File: config.mk
export PLATFORM = sky130hd
export DESIGN_NAME = multicycle_control_unit
export DESIGN_NICKNAME = d
export VERILOG_FILES = /design/src/rtl/multicycle_control_unit.sv
export SDC_FILE = /design/constraint.sdc
export NUM_CORES = 1
export LEC_CHECK = 0
export ABC_AREA = 1
export CAP_MARGIN = 40
export CORE_MARGIN = 10
export CORE_UTILIZATION = 39
export DETAILED_ROUTE_END_ITERATION = 8
export PLACE_DENSITY = 0.8
export SLEW_MARGIN = 10
export SYNTH_ARGS = -nofsm -noshare
export SYNTH_HDL_FRONTEND = slang
export SYNTH_SLANG_ARGS = --single-unit
File: constraint.sdc
create_clock -name clk -period 2.6 [get_ports clk]
set_clock_uncertainty 0.15 [all_clocks]
set_input_delay 0.52 -clock clk [delete_from_list [all_inputs] [get_ports clk]]
set_output_delay 0.52 -clock clk [all_outputs]
set_load 0.1 [all_outputs]
File: src/rtl/multicycle_control_unit.sv
// Multicycle RV32I control unit: a Moore FSM that sequences each instruction over
// 3-5 cycles through a shared ALU and a shared instruction/data memory port.
module multicycle_control_unit #(
  parameter int unsigned EXT_BRANCH = 1,
  parameter int unsigned EXT_ALU    = 1
) (
  input  logic       clk,
  input  logic       rst,
  input  logic [6:0] OP,
  input  logic [2:0] funct3,
  input  logic       funct7b5,
  input  logic       ZERO,
  input  logic       LT,
  input  logic       LTU,
  input  logic       mem_ready,
  output logic       PCWrite,
  output logic       AdrSrc,
  output logic       MemReq,
  output logic       MemWrite,
  output logic       IRWrite,
  output logic       RegWrite,
  output logic [1:0] ResultSrc,
  output logic [1:0] ALUSrcA,
  output logic [1:0] ALUSrcB,
  output logic [2:0] ImmSrc,
  output logic [3:0] ALUControl,
  output logic       instr_done,
  output logic       illegal
);

  localparam logic [6:0] OpLoad   = 7'b0000011;
  localparam logic [6:0] OpStore  = 7'b0100011;
  localparam logic [6:0] OpReg    = 7'b0110011;
  localparam logic [6:0] OpImm    = 7'b0010011;
  localparam logic [6:0] OpBranch = 7'b1100011;
  localparam logic [6:0] OpJal    = 7'b1101111;
  localparam logic [6:0] OpLui    = 7'b0110111;

  typedef enum logic [3:0] {
    StFetch,
    StDecode,
    StMemAdr,
    StMemRead,
    StMemWb,
    StMemWrite,
    StExecR,
    StExecI,
    StAluWb,
    StBranch,
    StJal,
    StLui,
    StTrap
  } state_e;

  typedef enum logic [1:0] {
    AluOpAdd,
    AluOpSub,
    AluOpFunct
  } alu_op_e;

  state_e  r_state;
  state_e  w_next_state;
  alu_op_e w_alu_op;
  logic    w_taken;
  logic    w_ext_alu_op;

  always_ff @(posedge clk) begin
    if (rst) begin
      r_state <= StFetch;
    end else begin
      r_state <= w_next_state;
    end
  end

  // Next state and per-state control; every enable is forced low while rst is high.
  always_comb begin
    w_next_state = r_state;
    w_alu_op     = AluOpAdd;
    PCWrite      = 1'b0;
    AdrSrc       = 1'b0;
    MemReq       = 1'b0;
    MemWrite     = 1'b0;
    IRWrite      = 1'b0;
    RegWrite     = 1'b0;
    ResultSrc    = 2'b00;
    ALUSrcA      = 2'b00;
    ALUSrcB      = 2'b00;
    instr_done   = 1'b0;
    illegal      = 1'b0;

    unique case (r_state)
      StFetch: begin
        MemReq    = 1'b1;
        ALUSrcA   = 2'b00;
        ALUSrcB   = 2'b10;
        ResultSrc = 2'b10;
        if (mem_ready) begin
          IRWrite      = 1'b1;
          PCWrite      = 1'b1;
          w_next_state = StDecode;
        end
      end
      StDecode: begin
        ALUSrcA = 2'b01;
        ALUSrcB = 2'b01;
        case (OP)
          OpLoad, OpStore: w_next_state = StMemAdr;
          OpReg:           w_next_state = StExecR;
          OpImm:           w_next_state = StExecI;
          OpBranch:        w_next_state = StBranch;
          OpJal:           w_next_state = StJal;
          OpLui:           w_next_state = StLui;
          default:         w_next_state = StTrap;
        endcase
      end
      StMemAdr: begin
        ALUSrcA      = 2'b10;
        ALUSrcB      = 2'b01;
        w_next_state = OP[5] ? StMemWrite : StMemRead;
      end
      StMemRead: begin
        AdrSrc = 1'b1;
        MemReq = 1'b1;
        if (mem_ready) begin
          w_next_state = StMemWb;
        end
      end
      StMemWb: begin
        ResultSrc    = 2'b01;
        RegWrite     = 1'b1;
        instr_done   = 1'b1;
        w_next_state = StFetch;
      end
      StMemWrite: begin
        AdrSrc   = 1'b1;
        MemReq   = 1'b1;
        MemWrite = 1'b1;
        if (mem_ready) begin
          instr_done   = 1'b1;
          w_next_state = StFetch;
        end
      end
      StExecR: begin
        ALUSrcA      = 2'b10;
        ALUSrcB      = 2'b00;
        w_alu_op     = AluOpFunct;
        w_next_state = StAluWb;
      end
      StExecI: begin
        ALUSrcA      = 2'b10;
        ALUSrcB      = 2'b01;
        w_alu_op     = AluOpFunct;
        w_next_state = StAluWb;
      end
      StAluWb: begin
        ResultSrc    = 2'b00;
        RegWrite     = 1'b1;
        instr_done   = 1'b1;
        w_next_state = StFetch;
      end
      StBranch: begin
        ALUSrcA      = 2'b10;
        ALUSrcB      = 2'b00;
        ResultSrc    = 2'b00;
        w_alu_op     = AluOpSub;
        PCWrite      = w_taken;
        instr_done   = 1'b1;
        w_next_state = StFetch;
      end
      StJal: begin
        // ALUOut still holds the target computed in DECODE; ALU forms the link value.
        ALUSrcA      = 2'b01;
        ALUSrcB      = 2'b10;
        ResultSrc    = 2'b00;
        PCWrite      = 1'b1;
        w_next_state = StAluWb;
      end
      StLui: begin
        ALUSrcA      = 2'b11;
        ALUSrcB      = 2'b01;
        w_next_state = StAluWb;
      end
      StTrap: begin
        illegal      = 1'b1;
        instr_done   = 1'b1;
        w_next_state = StFetch;
      end
      default: begin
        w_next_state = StFetch;
      end
    endcase

    if (rst) begin
      PCWrite    = 1'b0;
      IRWrite    = 1'b0;
      RegWrite   = 1'b0;
      MemReq     = 1'b0;
      MemWrite   = 1'b0;
      instr_done = 1'b0;
      illegal    = 1'b0;
    end
  end

  always_comb begin
    case (OP)
      OpLoad, OpImm: ImmSrc = 3'b000;
      OpStore:       ImmSrc = 3'b001;
      OpBranch:      ImmSrc = 3'b010;
      OpJal:         ImmSrc = 3'b011;
      OpLui:         ImmSrc = 3'b100;
      default:       ImmSrc = 3'b000;
    endcase
  end

  always_comb begin
    w_taken = 1'b0;
    if (EXT_BRANCH != 0) begin
      case (funct3)
        3'b000:  w_taken = ZERO;
        3'b001:  w_taken = ~ZERO;
        3'b100:  w_taken = LT;
        3'b101:  w_taken = ~LT;
        3'b110:  w_taken = LTU;
        3'b111:  w_taken = ~LTU;
        default: w_taken = 1'b0;
      endcase
    end else begin
      w_taken = (funct3 == 3'b000) & ZERO;
    end
  end

  // funct3 codes that only exist in the extended ALU set.
  assign w_ext_alu_op = (funct3 == 3'b100) || (funct3 == 3'b011) ||
                        (funct3 == 3'b001) || (funct3 == 3'b101);

  always_comb begin
    ALUControl = 4'b0000;
    unique case (w_alu_op)
      AluOpAdd: ALUControl = 4'b0000;
      AluOpSub: ALUControl = 4'b0001;
      AluOpFunct: begin
        case (funct3)
          3'b000:  ALUControl = (OP[5] & funct7b5) ? 4'b0001 : 4'b0000;
          3'b111:  ALUControl = 4'b0010;
          3'b110:  ALUControl = 4'b0011;
          3'b100:  ALUControl = 4'b0100;
          3'b010:  ALUControl = 4'b0101;
          3'b011:  ALUControl = 4'b0110;
          3'b001:  ALUControl = 4'b0111;
          3'b101:  ALUControl = funct7b5 ? 4'b1001 : 4'b1000;
          default: ALUControl = 4'b0000;
        endcase
        if ((EXT_ALU == 0) && w_ext_alu_op) begin
          ALUControl = 4'b0000;
        end
      end
      default: ALUControl = 4'b0000;
    endcase
  end

endmodule
==> metrics.txt <==
Multi-input gate area roughly 610 sq um; first-pass detailed-route iteration total 4; placed insts 199; Setup-failing EPs final 0; Final Wtd Congestion approximately 0.84; RSZ-0062 raised after global routing yes; Cell variety after synth 27; share of cells above drive strength 1 40.1%; DR vias/cell 5.15; antenna violations before repair 0; largest register by flop count r_state; non-filler cells, final slightly above 200; Slowest Stage Delay on Critical Path 0.37 ns; Worst Reg-to-Reg Cells 7; Setup WS pre-CTS -0.0884 ns; Initial Util between 40% and 50%; number of DRC markers in iteration 0 19; die area between 3000 and 4000 sq um; final design utilization between 80% and 90%; critical-path cell list nor2_4, inv_2, nor2_4, inv_2, ha_1, inv_2, nand2_4, nor3b_4, buf_12; hold path startpoint r_state[1]$_SDFFE_PP0P_; final WL between 2 and 3 mm; commonest non-fill, non-tap cell in the layout nand2_1; CP arrival 1.88 ns; Setup Crit Path Kind reg2out; crit path from r_state[1]$_SDFFE_PP0P_; total track usage between 10% and 20%; Max-cap violations 0; worst hold slack approximately 0.45 ns; post-synth top area share a little under a fifth; Layout fillers about 110; CTS H-Tree Depth 1; Die Wd roughly 63 um; CTS Buf Count 3; slowest library cell on the worst path dfxtp_4; CTS clk-pin slew, worst paths roughly 0.04 ns; IO buf count 37; global-route wire length before repair about 4.8 mm; area delta synth->final 110%; TNS Setup 0 ns; Max FO, Critical Path 7; CTS root buf clkbuf_4; # IOs 38; Setup WS post-layout ~0.054 ns; Final ANT Viol Nets 0; Layout Nets roughly 200; drc violations 0; # hold bufs at CTS 0; Ys Warns 0; vias roughly 1000; crit end category output pin; Post-CTS Setup Bufs 0; final slew viol count 0; Synth Register Bits 4; Die Y between 60 and 70 um; RR Startpoint r_state[0]$_SDFFE_PP0P_; WHS Path Cells 2; Final Hold Fails 0; status finished clean; row count 15; Top delay family on crit path simple AND/OR/NAND/NOR gates; largest area contributor in the netlist nand2_1; Worst VDD drop 0.489 mV; HPWL after DPL between 2 and 2.5 mm; commonest cells after routing, fill and taps aside nand2_1 (35), buf_12 (21), inv_1 (16); Mapped Nets between 100 and 150; flip-flop count of the largest register after layout 4; relative slew slack 77.4%; Avg WL per Cell around 15 um; n_diodes 0; grt total ovfl 0; power density over cell area roughly 520 nW/um^2; Crit path top cell by count inv_2; leakage between 0.7 and 0.8 nW; actual slew at the worst max-slew pin approximately 0.34 ns; Bufs on Longest Clock Path 2; register area slightly below 90 sq um; cell area after placement 1450 sq um; synthesized netlist cell count between 100 and 150; Synth area leaders nand2_1 (19%), dfxtp_1 (11%), inv_1 (9.5%), nor2_1 (7.4%), nand3_1 (6.3%); CTS tree done; Clock Sinks 4; worst r2r dst r_state[2]$_SDFFE_PP0P_; Regs by FF count r_state x4; post-synthesis sequential area ratio 11.3%; part of the cycle the worst path needs 97.9%; Worst Hold End r_state[3]$_SDFFE_PP0P_; largest net degree at the start of global routing 8; Design Power 778 uW; Post-Syn Area slightly above 700 sq um; HP Class reg2reg; mean post-synth cell area roughly 5.5 sq um; startpoint types flip-flop; number of global-route vias before repair 1036; final instance area between 1000 and 1500 sq um; worst skew pair latency roughly 0.25 ns; CP required 1.93 ns; Crit path buffers/inverters 4; Tmin final around 2.5 ns; Max Clk Rate slightly below 400 MHz; r2r setup slk ~1.2 ns; core area between 1500 and 2000 sq um
## cell type report
type                            count  share of cell area [%]
Tap cell                           25                    2.10
Timing Repair Buffer               45                    42.8
Multi-Input combinational cell     99                    40.9
Sequential cell                     4                    5.87
Clock buffer                        3                    1.51
Inverter                           26                    6.79
## cells in the mapped netlist, drive strengths merged
cell type,count
a211oi,2
a21oi,4
a22o,1
a31oi,2
buf,1
clkinv,1
dfxtp,4
ha,2
inv,25
nand2,39
nand3,9
nand3b,1
nand4,2
nor2,21
nor3,1
nor3b,1
o211ai,3
o21a,1
o21ai,9
o221ai,1
## worst max-delay path by stage
stage / end / slack [ns] / cells past startpoint
final: ALUControl[2] / 0.05 / 9
after global routing: ALUControl[2] / -0.04 / 9
after detailed placement: PCWrite / -0.09 / 7
after CTS: ALUControl[2] / 0.01 / 9
after global placement: PCWrite / 0.003 / 7
after floorplan: ALUControl[2] / -0.22 / 9
## repair_timing
item,4_1_cts,5_1_grt
gates resized for setup,8,5
pin swaps,0,2
endpoints found under the setup margin,5,3
## where the power goes
part | total (mW) | leakage, nW | switching (mW) | internal [mW]
registers | 0.0800 | 0.0347 | 0.0101 | 0.0699
logic | 0.617 | 0.671 | 0.407 | 0.210
clock network | 0.0808 | 0.0138 | 0.0289 | 0.0518
total | 0.778 | 0.719 | 0.446 | 0.332
## metal layers
layer / vias up / global-route usage (%) / part of all wire (%)
met2: 38 / 27.9 / 55
met3: 8 / 3.94 / 5.4
met1: 478 / 13.9 / 37
met4: 0 / 8.66 / 3.2
met5: - / 0 / 0
li1: 517 / - / -
## worst reg2reg max path, stage by stage (launching register included)
cell	delay, ns
dfxtp_2	0.32
buf_4	0.16
nor2_2	0.16
nand2_2	0.15
nand3_1	0.15
nand2_1	0.08
nand2_1	0.10
a21oi_2	0.06
## logic make-up after synthesis
group / after synthesis / synth area share [%]
and+or+nand+nor: 74 / 50.1
AOI/OAI and AO/OA: 23 / 20.8
buffers and inverters: 27 / 14.3
adders and majority gates: 2 / 3.53
DFF: 4 / 11.3
Note: power is estimated with default switching activity, not from simulation.
==> patch, RTL diff (same settings) <==
Make the reset (`rst`) asynchronous in one clocked block.
--- a/src/rtl/multicycle_control_unit.sv
+++ b/src/rtl/multicycle_control_unit.sv
@@ -66,3 +66,3 @@
 
-  always_ff @(posedge clk) begin
+  always_ff @(posedge clk or posedge rst) begin
     if (rst) begin
Formal check against the unedited RTL: differs if rst is asserted again (counterexample within 4 cycles, from zero or initial values and one cycle with rst high); with rst held inactive, the same outputs for 10 cycles.
==> patch against the original RTL <==
- area after synthesis is 12% higher
- design area grew 5.5%
- setup slack gained 0.0039 ns
- wire length shrank 3.7%
- sequential cell count is the same
- first-iteration DRC count is 110% higher
- count of clock-buffer cells in the layout grew 1
Power is not compared: it rests on default switching activity, and its combinational part moved more than twofold at a synthesized area within 25%.
==> patch: results (changes against the original RTL) <==
| Metric | Reported | Unit | Delta |
|:---|:---|:---|:---|
| Post-synth top flop | sky130_fd_sc_hd__dfrtp_1 | - |  |
| Clock network latency to the later pin of the worst-skew pair | 0.23 | ns | -0.02 ns |
| GRT met1 Usage | 0.1342 | - | -0.004691 |
| Wire length of the first global-routing pass | 4.457 | mm | -7.8% |
| Number of diodes | 0 | - | unchanged |
| GRT met3 Usage | 0.02373 | - | -0.01570 |
| Global routing usage on met2 | 0.2377 | - | -0.04180 |
| Max_slew headroom | 0.7607 | - | -0.01306 |
| Reg2reg setup slack | 1.10 | ns | -0.05 ns |
| Crit-path slowest cell | sky130_fd_sc_hd__dfrtp_1 | - |  |
| Estimated wirelength of the detail-placed design | 2.551 | mm | +5.7% |
| DRT Wirelength | 2.859 | mm | -3.7% |
| Net count after synthesis | 157 | - | +5.4% |
| Wire length the detailed router placed on met1 | 1.126 | mm | +3.5% |
| Routed length on met2 | 1.454 | mm | -10% |
| Ranking of synthesized cells by area | sky130_fd_sc_hd__nand2_1, sky130_fd_sc_hd__dfrtp_1, sky130_fd_sc_hd__inv_1 | - |  |
| Met3 wire len | 231 | um | +44% |
| Instance area after placement | 1510 | um2 | +4.1% |
| Maximum single-stage delay on the critical path | 0.40 | ns | +0.03 ns |
| Clock root cell | sky130_fd_sc_hd__clkbuf_4 | - |  |
| Status | finished, final reports clean | - |  |
| Number of nets in the layout | 204 | - | +3.0% |
| Largest net degree at the start of global routing | 9 | - | +1 |
| Number of levels in the clock H-tree | 1 | - | unchanged |
| Fraction of synthesis flops using an asynchronous set or reset pin | 1.000 | - | +1.000 |
| Drt via density | 5.227 | - | +1.4% |
| Min-delay worst type | in2async | - |  |
| Post-CTS clock slew at the launch and capture registers of the worst setup and hold paths | 0.04 | ns | about the same |
| GPL Wtd Cong | 0.9081 | - | +8.5% |
| Portion of the post-synthesis area used by sequential elements | 0.1260 | - | +0.01311 |
| Drt initial violations | 39 | - | +20 |
| End of the worst register-to-register path | r_state[0] | - |  |
| Library cells used by synthesis | 32 | - | +19% |
| Beginning of the worst register-to-register path | r_state[3] | - |  |
| Number of global-route vias before repair | 1058 | - | +2.1% |
| Gate family responsible for the most delay along the worst path | buffers and inverters | - |  |
| Total GRT Usage | 0.1252 | - | -0.02290 |
| Post-synth top cells | sky130_fd_sc_hd__nand2_1, sky130_fd_sc_hd__inv_1, sky130_fd_sc_hd__nor2_1, sky130_fd_sc_hd__nand3_1, sky130_fd_sc_hd__inv_2 | - |  |
patch: worst max-delay path by stage:
stage               start       endpoint  cells past startpoint  slack, ns
2_1_floorplan  r_state[3]  ALUControl[2]                      6      -0.26
3_3_place_gp    funct3[0]        PCWrite                      7     -0.009
3_5_place_dp    funct3[0]        PCWrite                      7       -0.1
4_1_cts         funct3[1]        PCWrite                      7     -0.003
5_1_grt        r_state[3]  ALUControl[0]                      9      -0.03
6_report       r_state[3]  ALUControl[0]                      9       0.06
patch: power groups by stage:
stage,clock network [uW],registers [uW],logic [uW]
CTS,82.1,130,1490
global placement,0,128,1450
floorplan,0,124,985
finish,78.7,130,1500
detailed placement,0,128,1480
global route,87.8,132,1560
patch: cell type report:
type,count,area [um2]
well taps,27,33.78
fillers,128,366.6
clock buffers,4,26.28
repair buffers,44,620.6
inverters,29,110.1
multi-input cells,103,681.9
flip-flops and latches,4,102.6
patch: metrics by stage:
stage,hold WS (ns),power [uW],TNS (ns),utilization,std cells
final,0.4011,1709,0,0.8112,211
after global routing,0.4235,1784,-0.03656,0.8112,211
after CTS,0.3983,1699,-0.003240,0.7945,210
after detailed placement,0.4787,1607,-0.1406,0.7777,206
after global placement,0.4865,1581,-0.01353,0.7777,206
after floorplan,0.1526,1108,-0.3796,-,138
patch: logic make-up (layout without fill, tap and decap cells):
| group | after synthesis | count (layout) | synth area share |
|---|---|---|---|
| DFF | 4 | 4 | 0.1260 |
| AOI/OAI and AO/OA | 21 | 21 | 0.1701 |
| buffers and inverters | 31 | 77 | 0.1575 |
| and+or+nand+nor | 80 | 80 | 0.5150 |
| adders and majority gates | 2 | 2 | 0.03149 |
patch: timing repair:
action / in CTS / in global routing
hold buffers: 0 / 0
endpoints found under the setup margin: 3 / 3
resized for setup: 5 / 5
pin swaps: 2 / 2
buffers inserted: 0 / 1
